--- src/rtl/crack_scheduler_if.sv ---
// Worker-side bus between the key-space scheduler and its crack workers.
// The scheduler drives chunk launches and abort; workers report completion.
interface crack_scheduler_if #(
    parameter int NW = 2
);
    logic [NW-1:0]    wk_start;
    logic [23:0]      wk_base;
    logic [23:0]      wk_last;
    logic             abort;
    logic [NW-1:0]    wk_done;
    logic [NW-1:0]    wk_found;
    logic [NW*24-1:0] wk_key;

    modport master (
        output wk_start, wk_base, wk_last, abort,
        input  wk_done, wk_found, wk_key
    );

    modport slave (
        input  wk_start, wk_base, wk_last, abort,
        output wk_done, wk_found, wk_key
    );
endinterface

--- src/rtl/crack_scheduler.sv ---
// Splits the 24-bit ARC4 key space into chunks, hands them round-robin to NW
// workers, aborts everyone on the first found key and reports one result.
module crack_scheduler #(
    parameter int          NW         = 2,
    parameter int          CHUNK_LOG2 = 16,
    parameter logic [23:0] KEY_MAX    = 24'hFFFFFF
) (
    input  logic                 clk,
    input  logic                 rst_n,
    input  logic                 en,
    output logic                 rdy,
    output logic [23:0]          key,
    output logic                 key_valid,
    crack_scheduler_if.master    wk
);
    localparam int          RRW       = (NW > 1) ? $clog2(NW) : 1;
    localparam logic [24:0] CHUNK     = 25'd1 << CHUNK_LOG2;
    localparam logic [24:0] KEY_MAX_W = {1'b0, KEY_MAX};

    typedef enum logic [1:0] {S_IDLE, S_RUN, S_DRAIN} state_t;

    state_t          state_q;
    logic [24:0]     next_base_q;
    logic            exhausted_q;
    logic [NW-1:0]   outstanding_q;
    logic [RRW-1:0]  rr_q;
    logic [23:0]     found_key_q;
    logic [23:0]     key_q;
    logic            key_valid_q;
    logic            rdy_q;
    logic            abort_q;
    logic [NW-1:0]   wk_start_q;
    logic [23:0]     wk_base_q;
    logic [23:0]     wk_last_q;

    logic [23:0]     key_arr [NW];
    logic [NW-1:0]   found_vec;
    logic [NW-1:0]   out_after;
    logic [23:0]     found_key_d;

    // Done pulses only count for workers we actually launched.
    generate
        for (genvar gi = 0; gi < NW; gi++) begin : g_worker
            assign key_arr[gi]   = wk.wk_key[24*gi +: 24];
            assign found_vec[gi] = wk.wk_done[gi] & wk.wk_found[gi] & outstanding_q[gi];
        end
    endgenerate

    assign out_after = outstanding_q & ~wk.wk_done;

    always_comb begin
        found_key_d = '0;
        for (int i = NW - 1; i >= 0; i--) begin
            if (found_vec[i]) found_key_d = key_arr[i];
        end
    end

    // In IDLE the dispatch is computed from a freshly cleared context so the
    // first chunk can launch on the same edge that accepts en.
    logic [24:0]     cur_base;
    logic [NW-1:0]   cur_out;
    logic [RRW-1:0]  cur_rr;
    logic            disp_ok;
    logic [RRW-1:0]  disp_idx;
    logic [NW-1:0]   disp_onehot;
    logic [24:0]     chunk_end;
    logic [23:0]     disp_last;
    logic [RRW-1:0]  rr_d;

    always_comb begin
        cur_base = (state_q == S_IDLE) ? 25'd0 : next_base_q;
        cur_out  = (state_q == S_IDLE) ? '0 : outstanding_q;
        cur_rr   = (state_q == S_IDLE) ? '0 : rr_q;
        disp_ok  = 1'b0;
        disp_idx = '0;
        for (int k = 0; k < NW; k++) begin
            int idx;
            idx = int'(cur_rr) + k;
            if (idx >= NW) idx = idx - NW;
            if (!disp_ok && !cur_out[idx]) begin
                disp_ok  = 1'b1;
                disp_idx = RRW'(idx);
            end
        end
        disp_onehot = NW'(1) << disp_idx;
        chunk_end   = cur_base + CHUNK - 25'd1;
        disp_last   = (chunk_end > KEY_MAX_W) ? KEY_MAX : chunk_end[23:0];
        rr_d        = (disp_idx == RRW'(NW - 1)) ? '0 : disp_idx + RRW'(1);
    end

    always_ff @(posedge clk) begin
        if (!rst_n) begin
            state_q       <= S_IDLE;
            next_base_q   <= '0;
            exhausted_q   <= 1'b0;
            outstanding_q <= '0;
            rr_q          <= '0;
            found_key_q   <= '0;
            key_q         <= '0;
            key_valid_q   <= 1'b0;
            rdy_q         <= 1'b1;
            abort_q       <= 1'b0;
            wk_start_q    <= '0;
            wk_base_q     <= '0;
            wk_last_q     <= '0;
        end else begin
            wk_start_q    <= '0;
            abort_q       <= 1'b0;
            outstanding_q <= out_after;
            case (state_q)
                S_IDLE: begin
                    if (en) begin
                        key_valid_q   <= 1'b0;
                        rdy_q         <= 1'b0;
                        state_q       <= S_RUN;
                        wk_start_q    <= disp_onehot;
                        wk_base_q     <= cur_base[23:0];
                        wk_last_q     <= disp_last;
                        outstanding_q <= disp_onehot;
                        rr_q          <= rr_d;
                        next_base_q   <= cur_base + CHUNK;
                        exhausted_q   <= (disp_last == KEY_MAX);
                    end
                end
                S_RUN: begin
                    if (|found_vec) begin
                        found_key_q <= found_key_d;
                        abort_q     <= 1'b1;
                        state_q     <= S_DRAIN;
                    end else if (!exhausted_q && disp_ok) begin
                        wk_start_q    <= disp_onehot;
                        wk_base_q     <= cur_base[23:0];
                        wk_last_q     <= disp_last;
                        outstanding_q <= out_after | disp_onehot;
                        rr_q          <= rr_d;
                        next_base_q   <= cur_base + CHUNK;
                        exhausted_q   <= (disp_last == KEY_MAX);
                    end else if (exhausted_q && out_after == '0) begin
                        key_valid_q <= 1'b0;
                        rdy_q       <= 1'b1;
                        state_q     <= S_IDLE;
                    end
                end
                S_DRAIN: begin
                    if (out_after == '0) begin
                        key_q       <= found_key_q;
                        key_valid_q <= 1'b1;
                        rdy_q       <= 1'b1;
                        state_q     <= S_IDLE;
                    end
                end
                default: state_q <= S_IDLE;
            endcase
        end
    end

    assign rdy         = rdy_q;
    assign key         = key_q;
    assign key_valid   = key_valid_q;
    assign wk.abort    = abort_q;
    assign wk.wk_start = wk_start_q;
    assign wk.wk_base  = wk_base_q;
    assign wk.wk_last  = wk_last_q;
endmodule
--- src/flat_wrapper.sv ---
// flat-port wrapper written by rule: the top's interface ports become plain ports
module crack_scheduler_flat 
#(
    parameter int          NW         = 2,
    parameter int          CHUNK_LOG2 = 16,
    parameter logic [23:0] KEY_MAX    = 24'hFFFFFF
)
  (clk, rst_n, en, rdy, key, key_valid, wk_wk_start, wk_wk_base, wk_wk_last, wk_abort, wk_wk_done, wk_wk_found, wk_wk_key);
  crack_scheduler_if #(.NW(NW)) wk_i ();
  input  logic clk;
  input  logic rst_n;
  input  logic en;
  output logic rdy;
  output logic [23:0] key;
  output logic key_valid;
  output wire logic [$bits(wk_i.wk_start)-1:0] wk_wk_start;
  output wire logic [$bits(wk_i.wk_base)-1:0] wk_wk_base;
  output wire logic [$bits(wk_i.wk_last)-1:0] wk_wk_last;
  output wire logic [$bits(wk_i.abort)-1:0] wk_abort;
  input wire logic [$bits(wk_i.wk_done)-1:0] wk_wk_done;
  input wire logic [$bits(wk_i.wk_found)-1:0] wk_wk_found;
  input wire logic [$bits(wk_i.wk_key)-1:0] wk_wk_key;
  assign wk_wk_start = wk_i.wk_start;
  assign wk_wk_base = wk_i.wk_base;
  assign wk_wk_last = wk_i.wk_last;
  assign wk_abort = wk_i.abort;
  assign wk_i.wk_done = wk_wk_done;
  assign wk_i.wk_found = wk_wk_found;
  assign wk_i.wk_key = wk_wk_key;
  crack_scheduler #(.NW(NW), .CHUNK_LOG2(CHUNK_LOG2), .KEY_MAX(KEY_MAX)) u_core (.clk(clk), .rst_n(rst_n), .en(en), .rdy(rdy), .key(key), .key_valid(key_valid), .wk(wk_i));
endmodule
--- config.mk ---
export PLATFORM = sky130hd
export DESIGN_NAME = crack_scheduler_flat
export DESIGN_NICKNAME = d
export VERILOG_FILES = /design/src/rtl/crack_scheduler_if.sv /design/src/rtl/crack_scheduler.sv /design/src/flat_wrapper.sv
export SDC_FILE = /design/constraint.sdc
export NUM_CORES = 1
export LEC_CHECK = 0
export BUFFER_PORTS_ARGS = -buffer_cell sky130_fd_sc_hd__buf_4
export CAP_MARGIN = 15
export CORE_UTILIZATION = 48
export CTS_BUF_LIST = sky130_fd_sc_hd__clkbuf_2
export DETAILED_ROUTE_END_ITERATION = 8
export GPL_TIMING_DRIVEN = 1
export PLACE_DENSITY = 0.79
export SYNTH_ARGS = -nofsm -noshare
export SYNTH_HDL_FRONTEND = slang
export SYNTH_SLANG_ARGS = --single-unit
--- constraint.sdc ---
create_clock -name clk -period 6.6 [get_ports clk]
set_input_delay 0.33 -clock clk [delete_from_list [all_inputs] [get_ports clk]]
set_output_delay 0.33 -clock clk [all_outputs]
set_load 0.005 [all_outputs]
==> impl_metrics.py, run 1 <==
metrics = {
    "routing": {
        "via_per_inst": 5.66,
        "drt_pass1_iterations": 5,
        "wl_um": 14900,
        "wl_per_cell_um": 16.1,
        "drc_errors": 0,
        "num_vias": 5248,
        "final_antenna_net_count": 0,
        "dr.first_iter.drc_count": 393,
    },
    "sta": {
        "finalCriticalPeriod_ns": 4.17,
        "setup_viol": 0,
        "timing.final.ws_setup_ns": 2.43,
        "clock.fmax_mhz": 240,
        "maxSlewViolCount": 0,
        "rsz0062_at_grt": "no",
        "hold_violations": 0,
        "fin_skew_ns": 0.0309,
        "slew_headroom_pct": 29.4,
        "timing.final.crit_share_pct": 63.2,
        "finalSetupTns_ns": 0,
        "worst_pin_slew_ns": 1.06,
    },
    "yosys": {
        "synth_area_um2": 5610,
        "synth_common_cells": "dfxtp_1, nand2_1, a21boi_0",
        "synth-edff-count": 0,
        "ys_ff_latch": 116,
        "synth_flop_cell": "dfxtp_1",
        "netlist_instances": 632,
        "synth_top_area_share_pct": 41.4,
        "yosysWarnings": 0,
        "synthArstFlopShare_pct": 0,
        "synth_fp_nets": 694,
        "syn_area_per_cell_um2": 8.88,
        "synth.most_common_cell": "dfxtp_1",
        "ys_types": 70,
        "synth_area_leaders": "dfxtp_1, nand2_1, a21boi_0",
        "synth-seq-area-share_pct": 41.4,
        "yosys.area.top_type": "dfxtp_1",
    },
    "global_routing": {
        "grt_pass1_wl_um": 23700,
        "grt_max_degree": 103,
        "gr-total-overflow": 0,
        "grt_pass1_vias": 4978,
        "grt_util_all_layers_pct": 25.2,
        "antenna_found_initial": 0,
    },
    "placement": {
        "numPortBuffers": 131,
        "place_worst_setup_slack_ns": 2.52,
        "hpwl_um": 9370,
        "place.gp.congestion": 0.853,
    },
    "die": {
        "initial_core_util_pct": 49.1,
        "core_um2": 11400,
        "die_area_um2": 12100,
        "die_y_um": 110,
        "die_w_um": 110,
        "rows": 39,
        "io-pin-count": 132,
    },
    "power_and_ir_drop": {
        "p_per_area_nw_per_um2": 233,
        "p_leak_nw": 3.22,
        "worst_ir_drop_vdd_mv": 0.135,
        "total_power_mw": 1.67,
    },
    "cells_and_area": {
        "n_antenna_cell": 0,
        "fillCellCount": 933,
        "drive_gt1_share_pct": 24.0,
        "fin_nets": 833,
        "utilization_pct": 62.8,
        "syn_to_final_growth_pct": 27.8,
    },
    "setup_path": {
        "cp_max_fo": 31,
        "crit_arrival_ns": 4.70,
        "setup.worst_path.start_class": "register",
        "required_ns": 7.14,
        "critPathCaptureType": "register",
        "path_class": "reg2reg",
    },
    "clock_tree": {
        "cts_buffers": 17,
        "clkSlewWorstSetupHoldPaths_ns": 0.15,
        "cts.sinks": 116,
        "clk_path_buf_depth": 2,
        "cts_tree": "done",
        "cts-root-buf": "clkbuf_2",
        "htree_levels": 4,
        "clock_latency_ns": 0.66,
    },
    "job": {
        "drv_cap": 0,
    },
    "hold_path": {
        "hold_class": "in2reg",
    },
    "outcome": {
        "status": "finished clean",
    },
}
## cells in the final DEF, fill, tap and decap left out, drive strengths merged, types with 13 or more instances in the layout
cell	Yosys	layout
o21ai	29	29
dfxtp	116	116
a21boi	40	40
clkbuf	36	20
nand2	111	111
dlygate4sd3	0	48
a21oi	25	25
nor2	16	16
buf	27	135
mux2i	28	28
nor2b	13	13
and2	20	20
o211a	24	24
nand3	14	14
## final cells by class
type | instances | area, µm² | share of cell area [%]
clock buffers | 20 | 100 | 1.40
inverters | 11 | 41.3 | 0.576
repair buffers | 183 | 1490 | 20.8
well taps | 143 | 179 | 2.50
clock inverters | 12 | 138 | 1.92
flip-flops and latches | 116 | 2320 | 32.4
multi-input cells | 442 | 2890 | 40.4
## path summary, 6_finish.rpt
check / to / depth (start not counted) / from / slack (ns)
worst min-delay path: u_core.found_key_q[0] / 4 / wk_wk_key[0] / 0.08
worst min register to register: u_core.key[17] / 2 / u_core.found_key_q[17] / 0.46
worst max register to register: u_core.wk.wk_last[5] / 11 / u_core.state_q[0] / 2.43
worst max-delay path: u_core.wk.wk_last[5] / 11 / u_core.state_q[0] / 2.43
## metal layers
layer	routed length [µm]	share of wire, %	track usage, %
met2	7580	51	43.6
met1	5980	40	29.1
met3	1090	7.3	7.41
met4	293	2.0	10.2
met5	0	0	0
## report_power, final
group | switching, mW | internal, mW | total (mW) | leakage (nW)
logic | 0.215 | 0.187 | 0.402 | 2.13
registers | 0.0399 | 0.760 | 0.800 | 0.943
clock network | 0.259 | 0.210 | 0.469 | 0.150
## metrics by stage
step	instances	cell area [µm²]	hold slack, ns
floorplan	632	5610	0.441
global placement	847	6450	0.451
detailed placement	847	6450	0.462
CTS	926	7160	0.000390
global route	927	7170	0.0156
finish	927	7170	0.0779
## critical path, cell delays in order (launching register included)
cell and delay (ns):
dfxtp_1 0.36, inv_1 0.10, ha_1 0.87, inv_2 0.42
nand2_1 0.22, ha_1 0.41, o21ai_1 0.24, o31ai_2 0.37
nor4b_2 0.25, mux2_2 0.50, nor2_1 0.20, a31oi_1 0.11
## logic make-up after synthesis
kind of cell               after synthesis  synth area share, %
xor gates and xnor gates                13                 2.03
adders and majority gates                7                 1.56
AOI/OAI and AO/OA                      164                 22.3
DFF                                    116                 41.4
and+or+nand+nor                        229                 20.5
muxes                                   29                 5.20
buffers and inverters                   74                 7.03
## sequential cells by signal (all words and copies together), names as in the netlist
signal / cells
u_core.wk.wk_start: 2
u_core.wk.wk_base: 24
u_core.exhausted_q: 1
u_core.wk.wk_last: 24
u_core.wk.abort: 1
u_core.found_key_q: 24
u_core.outstanding_q: 2
u_core.rr_q: 1
u_core.rdy: 1
u_core.state_q: 2
u_core.next_base_q: 9
u_core.key_valid: 1
u_core.key: 24
## timing repair
item / 4_1_cts / 5_1_grt
hold buffers: 47 / 1
endpoints found under the hold margin: 25 / 1
buffers inserted: 0 / 0
gates resized for setup: 0 / 0
Note: power is estimated with default switching activity, not from simulation.
==> inputs of run 2 (changes only) <==
ABC_AREA = 1   (was unset)
PLACE_DENSITY = 0.78   (was 0.79)
clock period = 4.2 ns   (was 6.6 ns; I/O delays follow)
==> run 2 against run 1 <==
- via count up 20%
- global-route usage up 0.69 points
- register-to-register slack lost 1.7 ns
- clock power grew 72%
- utilization is 1.3 points higher
- non-clock buffer count rose by 10
- final area grew 9.5%
- routed wire length is 16% higher
- cell count is 33% higher
- clock skew up 0.0069 ns
- critical path type unchanged
- largest power group unchanged
==> impl_metrics.py, run 2 <==
metrics = {
    "outcome": {
        "status": "finished clean",
    },
    "placement": {
        "numPortBuffers": 131,
        "placedInstanceArea_um2": 7030,
        "place.gp.congestion": 0.884,
        "hpwl_um": 10800,
        "dp_cells": 1144,
    },
    "sta": {
        "slew_headroom_pct": 25.9,
        "hold_violations": 0,
        "worst_pin_slew_ns": 1.11,
        "hold_ws_ns": 0.129,
        "timing.final.crit_share_pct": 82.1,
        "clock.fmax_mhz": 290,
        "maxSlewViolCount": 0,
        "rsz0062_at_grt": "no",
        "setup_viol": 0,
        "finalSetupTns_ns": 0,
        "fin_skew_ns": 0.0378,
        "finalCriticalPeriod_ns": 3.45,
    },
    "yosys": {
        "synth.most_common_cell": "nand2_1",
        "syn_area_per_cell_um2": 6.83,
        "synth_top_area_share_pct": 37.8,
        "synth_area_um2": 6140,
        "synth_area_leaders": "dfxtp_1, nand2_1, a21oi_1",
        "synth_xor_area_share_pct": 0.856,
        "ys_types": 39,
        "synth_flop_cell": "dfxtp_1",
        "synth_adder_area_share_pct": 1.43,
        "netlist_instances": 899,
        "ys_ff_latch": 116,
        "synth_common_cells": "nand2_1, dfxtp_1, nor2_1",
        "synthSimpleGateAreaFrac_pct": 35.4,
        "yosysWarnings": 0,
        "synth-compound-area-share_pct": 13.8,
        "synthMuxAreaShare_pct": 0,
        "synth-seq-area-share_pct": 37.8,
        "synth_fp_nets": 961,
        "synth-edff-count": 0,
        "synth_top_family_by_area": "simple AND/OR/NAND/NOR gates",
        "synthArstFlopShare_pct": 0,
        "yosys.area.top_type": "dfxtp_1",
    },
    "job": {
        "drv_cap": 0,
    },
    "setup_path": {
        "path_delay_family": "simple AND/OR/NAND/NOR gates",
        "critPathBufInv": 3,
        "max_stage_delay_ns": 0.43,
        "critPathCaptureType": "register",
        "crit_slowest_cell": "dfxtp_1",
        "cpMostUsedCell": "nand2_1",
        "path_class": "reg2reg",
        "cp_max_fo": 24,
        "path_cells": "inv_1 > ha_1 > nor2_1 > ha_1 > nand2_1 > nor2_2 > nand2_1 > nand2_1 > inv_2 > nor2_2 > nand2_1 > nor3_2 > xnor2_1 > clkinv_2 > nand2_1 > nor2_1 > nor2_1",
        "crit_arrival_ns": 4.07,
        "setup.worst_path.start_class": "register",
        "required_ns": 4.82,
    },
    "global_routing": {
        "grt_pass1_wl_um": 27100,
        "grt_util_all_layers_pct": 25.9,
        "grt_max_degree": 60,
        "gr-total-overflow": 0,
        "antenna_found_initial": 0,
        "grt_pass1_vias": 5554,
    },
    "clock_tree": {
        "cts.repair.resized": 0,
        "cts_tree": "done",
        "cts_buffers": 17,
        "cts_hold_buf": 55,
        "cts_setup_buffers": 0,
        "htree_levels": 4,
        "clk_path_buf_depth": 2,
        "clock_latency_ns": 0.69,
        "cts-root-buf": "clkbuf_2",
        "cts.sinks": 116,
        "clkSlewWorstSetupHoldPaths_ns": 0.17,
    },
    "cells_and_area": {
        "design_area_um2": 7850,
        "final_cell_mix": "nand2_1, buf_4, dfxtp_1, nor2_1, inv_1",
        "fillCellCount": 1072,
        "drive_gt1_share_pct": 21.3,
        "final_cells": 1232,
        "fin_nets": 1112,
        "syn_to_final_growth_pct": 27.8,
        "layout_commonest_cell": "nand2_1",
    },
    "routing": {
        "wl_um": 17300,
        "via_per_inst": 5.13,
        "wl_per_cell_um": 14.0,
        "final_antenna_net_count": 0,
        "drt_pass1_iterations": 5,
        "dr.first_iter.drc_count": 529,
        "num_vias": 6315,
        "drc_errors": 0,
    },
    "die": {
        "core_um2": 12300,
        "initial_core_util_pct": 50.1,
        "rows": 40,
        "die_y_um": 115,
        "die_area_um2": 13300,
        "io-pin-count": 132,
        "die_w_um": 115,
    },
    "power_and_ir_drop": {
        "p_per_area_nw_per_um2": 367,
        "worst_ir_drop_vdd_mv": 0.436,
        "p_leak_nw": 3.85,
    },
    "hold_path": {
        "hold_class": "in2reg",
    },
}
## run 2: changes by cell type after synthesis, sizes merged, moves of 10 or more
cell    previous run  this run
nand3             14        78
a21boi            40         0
a21oi             25        67
o221a             11         0
a311oi             0        10
o21a               1        23
inv               11        78
nor2b             13         0
mux2i             28         0
o211a             24         0
nor2              16       100
nand2            111       292
and2              20         0
## run 2: cell families after synthesis
| group | Yosys count |
|---|---|
| xor gates and xnor gates | 6 |
| buffers and inverters | 140 |
| and+or+nand+nor | 486 |
| AOI/OAI and AO/OA | 144 |
| DFF | 116 |
| adders and majority gates | 7 |
## run 2: layout make-up
class / count / area [µm²] / area share (%)
Timing Repair Buffer: 193 / 1590 / 20.2
Tap cell: 168 / 210 / 2.68
Clock buffer: 21 / 105 / 1.34
Multi-Input combinational cell: 643 / 3160 / 40.3
Antenna cell: 2 / 5.00 / 0.0637
Inverter: 79 / 303 / 3.86
Sequential cell: 116 / 2320 / 29.6
Clock inverter: 10 / 158 / 2.01
## run 2: layer usage
layer  part of all wire (%)  track usage (%)
met1                     44             32.5
met2                     46             42.1
met3                    6.8             7.38
met4                    2.8             10.0
met5                      0                0
## run 2: stage by stage
step,power (mW),worst slack (ns),utilization [%]
after CTS,2.88,0.777,64.0
after detailed placement,2.03,0.862,57.4
after global routing,3.05,0.440,64.0
after floorplan,1.79,1.47,-
final,2.88,0.752,64.0
after global placement,2.02,0.983,57.4
## run 2: path summary, 6_finish.rpt
check | from | to | slack (ns) | cells after the start
max | u_core.state_q[1] | u_core.exhausted_q | 0.75 | 17
min | wk_wk_found[1] | u_core.state_q[0] | 0.13 | 6
max reg2reg | u_core.state_q[1] | u_core.exhausted_q | 0.75 | 17
min reg2reg | u_core.key[18] | u_core.key[18] | 0.47 | 2
## run 2: power breakdown
group	total, mW	switching (mW)	internal [mW]
clock network	0.808	0.413	0.395
registers	1.28	0.0681	1.21
logic	0.791	0.455	0.336
## run 2: worst min-delay path, stage by stage
cell     delay [ns]
buf_4          0.08
nand3_1        0.06
nand2_1        0.10
or2_2          0.12
nand2_1        0.06
a21oi_1        0.15
